$ cat config.mk
export PLATFORM = sky130hd
export DESIGN_NAME = key_matrix_scan
export DESIGN_NICKNAME = d
export VERILOG_FILES = /design/src/rtl/key_matrix_scan.sv
export SDC_FILE = /design/constraint.sdc
export NUM_CORES = 1
export LEC_CHECK = 0
export CAP_MARGIN = 0
export CORE_UTILIZATION = 36
export CTS_CLUSTER_DIAMETER = 50
export CTS_CLUSTER_SIZE = 30
export DETAILED_ROUTE_END_ITERATION = 12
export GPL_ROUTABILITY_DRIVEN = 0
export HOLD_SLACK_MARGIN = 0.15
export PLACE_DENSITY = 0.64
export SETUP_SLACK_MARGIN = 0.1
export SYNTH_ARGS = -nofsm -noshare
export SYNTH_HDL_FRONTEND = slang
export SYNTH_SLANG_ARGS = --single-unit
export TNS_END_PERCENT = 30
$ cat constraint.sdc
create_clock -name BJ_CLK -period 2.4 [get_ports BJ_CLK]
set_input_delay 0.24 -clock BJ_CLK [delete_from_list [all_inputs] [get_ports BJ_CLK]]
set_output_delay 0.24 -clock BJ_CLK [all_outputs]
set_load 0.02 [all_outputs]
$ cat src/rtl/key_matrix_scan.sv
// Row-scanned matrix keypad: drives one active-low row per slot and debounces whole frames.
// Each new press becomes one event in a single-entry valid/ready register with a sticky overrun flag.
module key_matrix_scan #(
  parameter int ROWS         = 4,
  parameter int COLS         = 4,
  parameter int SCAN_DIV     = 75000,
  parameter int DEBOUNCE_CNT = 3,
  localparam int NKEYS       = ROWS * COLS,
  localparam int CW          = $clog2(NKEYS)
) (
  input  logic             BJ_CLK,
  input  logic             RESET_N,
  input  logic [COLS-1:0]  COL_IN,
  output logic [ROWS-1:0]  ROW_OUT,
  output logic [CW-1:0]    KEY_CODE,
  output logic             KEY_VALID,
  input  logic             KEY_READY,
  output logic [NKEYS-1:0] KEY_MAP,
  output logic             KEY_DOWN,
  output logic             OVERRUN,
  input  logic             OVR_CLR
);

  localparam int TW = (SCAN_DIV > 1) ? $clog2(SCAN_DIV) : 1;
  localparam int RW = $clog2(ROWS);
  localparam int SW = (DEBOUNCE_CNT > 1) ? $clog2(DEBOUNCE_CNT) : 1;

  typedef enum logic [1:0] {SCAN, EVAL, EMIT} state_t;

  state_t           state;
  logic [TW-1:0]    tick_cnt;
  logic             tick;
  logic [RW-1:0]    row_idx;
  logic [RW-1:0]    row_next;
  logic [NKEYS-1:0] frame;
  logic [NKEYS-1:0] last_frame;
  logic [NKEYS-1:0] new_keys;
  logic [SW-1:0]    stable_cnt;
  logic [SW-1:0]    stable_next;
  logic             qualify;
  logic [CW-1:0]    first_code;
  logic             accept;

  assign tick     = (tick_cnt == TW'(SCAN_DIV - 1));
  assign row_next = (row_idx == RW'(ROWS - 1)) ? '0 : row_idx + RW'(1);
  assign accept   = KEY_VALID & KEY_READY;
  assign KEY_DOWN = |KEY_MAP;

  // Free-running slot timer; it keeps counting through EVAL/EMIT so the row rate never stretches.
  always_ff @(posedge BJ_CLK or negedge RESET_N) begin
    if (!RESET_N)
      tick_cnt <= '0;
    else if (tick)
      tick_cnt <= '0;
    else
      tick_cnt <= tick_cnt + TW'(1);
  end

  // stable_cnt saturates at DEBOUNCE_CNT-1, so once a frame qualifies it keeps
  // qualifying; repeats are harmless because KEY_MAP already equals the frame.
  always_comb begin
    stable_next = '0;
    if (frame == last_frame)
      stable_next = (stable_cnt == SW'(DEBOUNCE_CNT - 1)) ? stable_cnt : stable_cnt + SW'(1);
  end

  assign qualify = (stable_next == SW'(DEBOUNCE_CNT - 1));

  always_comb begin
    first_code = '0;
    for (int i = NKEYS - 1; i >= 0; i--)
      if (new_keys[i])
        first_code = CW'(i);
  end

  always_ff @(posedge BJ_CLK or negedge RESET_N) begin
    if (!RESET_N) begin
      state      <= SCAN;
      row_idx    <= '0;
      ROW_OUT    <= {{(ROWS-1){1'b1}}, 1'b0};
      frame      <= '0;
      last_frame <= '0;
      new_keys   <= '0;
      stable_cnt <= '0;
      KEY_MAP    <= '0;
      KEY_VALID  <= 1'b0;
      KEY_CODE   <= '0;
      OVERRUN    <= 1'b0;
    end else begin
      if (accept)
        KEY_VALID <= 1'b0;
      if (OVR_CLR)
        OVERRUN <= 1'b0;
      case (state)
        SCAN: begin
          if (tick) begin
            frame[row_idx*COLS +: COLS] <= ~COL_IN;
            row_idx <= row_next;
            ROW_OUT <= ~(ROWS'(1) << row_next);
            if (row_idx == RW'(ROWS - 1))
              state <= EVAL;
          end
        end
        EVAL: begin
          stable_cnt <= stable_next;
          last_frame <= frame;
          state      <= SCAN;
          if (qualify) begin
            new_keys <= frame & ~KEY_MAP;
            KEY_MAP  <= frame;
            if ((frame & ~KEY_MAP) != '0)
              state <= EMIT;
          end
        end
        EMIT: begin
          // A slot freed by this cycle's handshake may be reloaded; otherwise the press is lost.
          if (!KEY_VALID || KEY_READY) begin
            KEY_CODE  <= first_code;
            KEY_VALID <= 1'b1;
          end else begin
            OVERRUN <= 1'b1;
          end
          state <= SCAN;
        end
        default: state <= SCAN;
      endcase
    end
  end

endmodule

# After elaboration in Yosys (flattened, before gate mapping)
# Index checks and enable logic that the tools add are counted.
[op_classes]
n_shift = 3
n_eq_ne = 9
addsub = 4
n_mux = 32
bitwise = 5
reduce_logical = 9
[ops]
columns = ["op", "n"]
rows = [
  ["2-to-1 mux 4 bit", 16],
  ["negation 4 -> 34 bit", 1],
  ["variable shift 4 x 34 -> 16 bit (first input constant)", 1],
  ["indexed part select 4 x 34 -> 16 bit", 1],
  ["adder 17 x 1 -> 17 bit (second input constant)", 1],
  ["equality test 17 bit (second input constant)", 1],
  ["2-to-1 mux 17 bit", 1],
  ["AND 16 bit", 1],
  ["bitwise mux 16 bit", 1],
  ["equality test 16 bit", 1],
  ["NOT 16 bit", 1],
  ["nonzero test 16 bit", 1],
  ["OR reduction 16 bit", 1],
  ["2-to-1 mux 2 bit", 7],
  ["equality test 2 bit (second input constant)", 4],
  ["NOT 4 bit", 2],
  ["AND reduction 2 bit", 4],
  ["2-to-1 mux 1 bit", 6],
  ["adder 2 x 1 -> 2 bit (second input constant)", 2],
  ["!= test 2 bit (second input constant)", 2],
  ["case mux 2 bit (2 select lines)", 1],
  ["<< shifter 1 x 2 -> 4 bit (first input constant)", 1],
  ["equality test 2 x 1 -> 1 bit (second input constant)", 1],
  ["logical NOT 2 bit", 1],
  ["3 further kinds", 3],
]
[word_totals]
output_inout_bits = 27
elab_cells = 74
regBits = 97

# Logic depth before layout (Yosys ltp)
# Gate-level depths: netlist (run 1).
[depth]
word_depth = 16
depth_mapped = 7

# Least setup slack after synthesis (run 1)
# No wires, ideal clock.
[synth_timing]
path_type = "register to register"
start = "register tick_cnt[11]"
end = "register row_idx[0]"
stages_incl_launch_ff = 6
t_arrival_ps = 2000
setup_time_ps = 118
path_slack_ps = 281
synth_period_minus_slack_ps = 2119
cell_sequence = "dfrtp_1 > or4b_4 > nor4_4 > nand2_2 > buf_6 > a21o_1"
[synth_via]
elab_chain_cells = 2
[synth_lines]
columns = ["element", "line_no", "source"]
rows = [
  ["start: declaration", "31", "logic [TW-1:0] tick_cnt;"],
  ["start signal: assignment", "56", "tick_cnt <= tick_cnt + TW'(1);"],
  ["equality test 17 bit", "44", "assign tick = (tick_cnt == TW'(SCAN_DIV - 1));"],
  ["AND reduction 2 bit (no source line)", "--", ""],
  ["end signal: assignment", "98", "row_idx <= row_next;"],
  ["end: declaration", "33", "logic [RW-1:0] row_idx;"],
]
# Every way passes these cells.
# A chain may end at the register's enable or synchronous reset.

# Worst setup path after layout (run 1)
[layout_timing]
start = "register KEY_MAP[0]"
end = "output port KEY_DOWN"
[layout_via]
elab_chain_cells = 1
[layout_lines]
columns = ["element", "line_no", "source"]
rows = [
  ["start: declaration", "18", "output logic [NKEYS-1:0] KEY_MAP,"],
  ["start signal: assignment", "110", "KEY_MAP <= frame;"],
  ["OR reduction 16 bit", "47", "assign KEY_DOWN = |KEY_MAP;"],
  ["end: declaration", "19", "output logic KEY_DOWN,"],
]
# Every way passes these cells.

==> results of run 1 <==
final timing paths:
kind                       slack, ns          from  cells after the start          end
setup reg to reg                0.30  tick_cnt[11]                      5     frame[6]
hold reg to reg                 0.49    ROW_OUT[2]                      2   ROW_OUT[2]
max in group asynchronous       1.29       RESET_N                      3   ROW_OUT[1]
hold / removal                  0.43       RESET_N                      2  KEY_CODE[1]
setup / recovery                0.29    KEY_MAP[0]                      3     KEY_DOWN
min in group BJ_CLK             0.48       OVR_CLR                      2      OVERRUN
per-layer routing:
layer  share of wire (%)  track usage, %
met4                0.83            5.11
met5                   0               0
met2                  46            24.2
met3                 3.9            4.08
met1                  49            22.7
Yosys cell counts (2+ instances only):
| master | count |
|---|---|
| a21o_1 | 2 |
| a21oi_1 | 2 |
| a22o_1 | 2 |
| and3_1 | 2 |
| clkbuf_1 | 7 |
| dfrtp_1 | 94 |
| dfstp_2 | 3 |
| ha_1 | 8 |
| inv_1 | 14 |
| mux2_2 | 28 |
| mux2i_1 | 7 |
| nand2_1 | 77 |
| nand2b_1 | 11 |
| nand3_1 | 8 |
| nand3_4 | 4 |
| nand3b_1 | 2 |
| nand4_1 | 11 |
| nand4b_1 | 2 |
| nor2_1 | 24 |
| nor2b_1 | 11 |
| nor3_1 | 5 |
| nor4_1 | 11 |
| nor4b_1 | 3 |
| o21ai_0 | 12 |
| o31ai_1 | 18 |
| xnor2_1 | 23 |
| xor2_1 | 7 |
layout make-up:
cell class | count | area (µm²)
Fill cell | 1163 | 6740
Inverter | 14 | 52.6
Clock buffer | 14 | 264
Clock inverter | 2 | 13.8
Tap cell | 168 | 210
Multi-Input combinational cell | 294 | 2010
Sequential cell | 97 | 2430
Timing Repair Buffer | 46 | 443
stage by stage:
step	utilization, %	total power [mW]	setup WS, ns	area [µm²]
6_report	44.6	3.05	0.285	5430
5_1_grt	44.6	3.18	0.128	5430
4_1_cts	44.6	3.10	0.196	5420
3_5_place_dp	42.2	1.72	0.309	5130
3_3_place_gp	42.2	1.72	0.337	5130
2_1_floorplan	-	1.67	0.281	4530
what timing repair did:
item | 4_1_cts | 5_1_grt
hold buffers | 1 | 0
hold endpoints to repair | 41 | 0
endpoints found under the setup margin | 0 | 1
setup buffers | 0 | 0
gates resized for setup | 0 | 1
state kept, by name (all words and copies together), names as in the netlist:
name and cells:
state 2, frame 16, KEY_CODE 4, OVERRUN 1
last_frame 16, ROW_OUT 4, KEY_VALID 1, KEY_MAP 16
tick_cnt 17, stable_cnt 2, row_idx 2, new_keys 16
logic make-up (layout without fill, tap and decap cells):
| kind of cell | Yosys count | count (layout) | synth area share, % |
|---|---|---|---|
| mux | 35 | 35 | 8.51 |
| fa+ha+maj | 8 | 8 | 2.21 |
| xor+xnor | 30 | 30 | 5.80 |
| compound gates | 41 | 41 | 6.16 |
| simple gates | 180 | 180 | 21.6 |
| buf+inv | 23 | 76 | 2.07 |
| flops | 97 | 97 | 53.7 |
report_power, final:
group | total, mW | switching (mW) | leakage (nW) | internal [mW]
Clock | 1.36 | 0.600 | 0.137 | 0.763
Sequential | 1.63 | 0.0000000000000000640 | 1.25 | 1.63
Combinational | 0.0528 | 0.0374 | 1.15 | 0.0153
==> results.tsv, run 1 <==
stage	metric	value	unit
setup_path	required	2.16	ns
setup_path	crit_fanout	4	
routing	detail_route.wl_per_cell	15.1	µm
sta	tns	0	ns
synth	netlist_area	0.00453	mm²
synth	yosysTopAreaCell	dfrtp_1	
place	place_inst	618	
flow_run	cap_viol_max_count	0	
die	dieArea	0.0130	mm²
global_routing	grt_start_max_net_pins	44	
routing	drc_errors	0	
setup_path	crit_path_end_kind	output pin	
clock_tree	clock_path_buffers	2	
power_and_ir_drop	p_per_area	562	mW/mm²
die	start_util	37.3	%
synth	synth.distinct_cells	43	
clock_tree	cts_root_buf	clkbuf_16	
finish	diodes	0	
place	io_buffers	34	
setup_path	crit_buf_inv	1	
finish	drive_gt1_share	14.6	%
sta	max_freq	473	MHz
power_and_ir_drop	p_leak	2.54	nW
setup_path	cp_slowest_cell	clkdlybuf4s50_1	
clock_tree	insertion_delay	0.35	ns
hold_path	hp-class	in2async	
global_routing	grt_pass1_vias	3055	
finish	syn2layout_area_growth	19.8	%
routing	drtAntennaViolNets	0	
synth	async_reset_ff_share	100	%
synth	syn_nets	430	
run_status	status	finished clean	
synth	yosysTopAreaCellShare	51.9	%
finish	instances_no_fill	635	
power_and_ir_drop	max-vdd-ir-drop	0.339	mV
clock_tree	clock-sinks	97	
die	die_h	114	µm
clock_tree	cts_tree	built	
sta	finalCriticalPeriod	2.11	ns
sta	finalMaxSlewViolations	0	
sta	setup_viol	0	
clock_tree	cts.reportedPaths.clkPinSlew	0.07	ns
setup_path	critPathTopFamily	buffers and inverters	
die	rows	40	
clock_tree	numCtsBuffers	9	
sta	skew	0.0116	ns
synth	yosys_warnings	0	
finish	layout_commonest_cell	dfrtp_1	
clock_tree	htreeDepth	3	
global_routing	track_usage	16.1	%
synth	synth.ff_latch_count	97	
setup_path	start_kind	register	
routing	viasPerCell	4.97	
routing	totalWireLength	9590	µm
sta	finalCritPeriodShare	88.1	%
die	die_x	114	µm
die	core_area	0.0122	mm²
sta	fin_hold_ws	0.426	ns
die	io_pins	35	
global_routing	antenna_found_initial	0	
setup_path	setup.worst_path.class	reg2out	
sta	rsz0062_at_grt	false	
global_routing	grt_pass1_wl	15900	µm
synth	synth_area_per_cell	10.9	µm²
routing	vias	3155	
synth	synthTopCellsByArea	dfrtp_1 52%, mux2_2 7.0%, nand2_1 6.4%, xnor2_1 4.4%, o31ai_1 3.0%	
sta	slew_headroom	61.9	%
global_routing	overflow	0	
setup_path	max_stage_delay	0.57	ns
synth	ys.flop_type	dfrtp_1	
routing	dr.pass1.iters	4	
finish	layout.nets	478	
sta	max_slew.worst_pin.slew	0.572	ns
setup_path	cp.arrival	1.87	ns
synth	synth-seq-area-share	53.7	%
sta	hold_viol_final	0	
place	dp_hpwl	6940	µm
routing	drt_iter0_drc	201	
finish	layout_common_cells	94 x dfrtp_1, 77 x nand2_1, 33 x clkdlybuf4s50_1	
setup_path	crit_chain	nor4_1 -> nand4_1 -> clkdlybuf4s50_1	
synth	synthCells	414	
synth	synth_edf_count	0	
(Power assumes the default switching activity.)
==> inputs of run 2 (changes only) <==
Settings changed: GPL_TIMING_DRIVEN from default to 1.
==> results of run 2 <==
The final DEF is identical to that of run 1; final timing and power are the same.
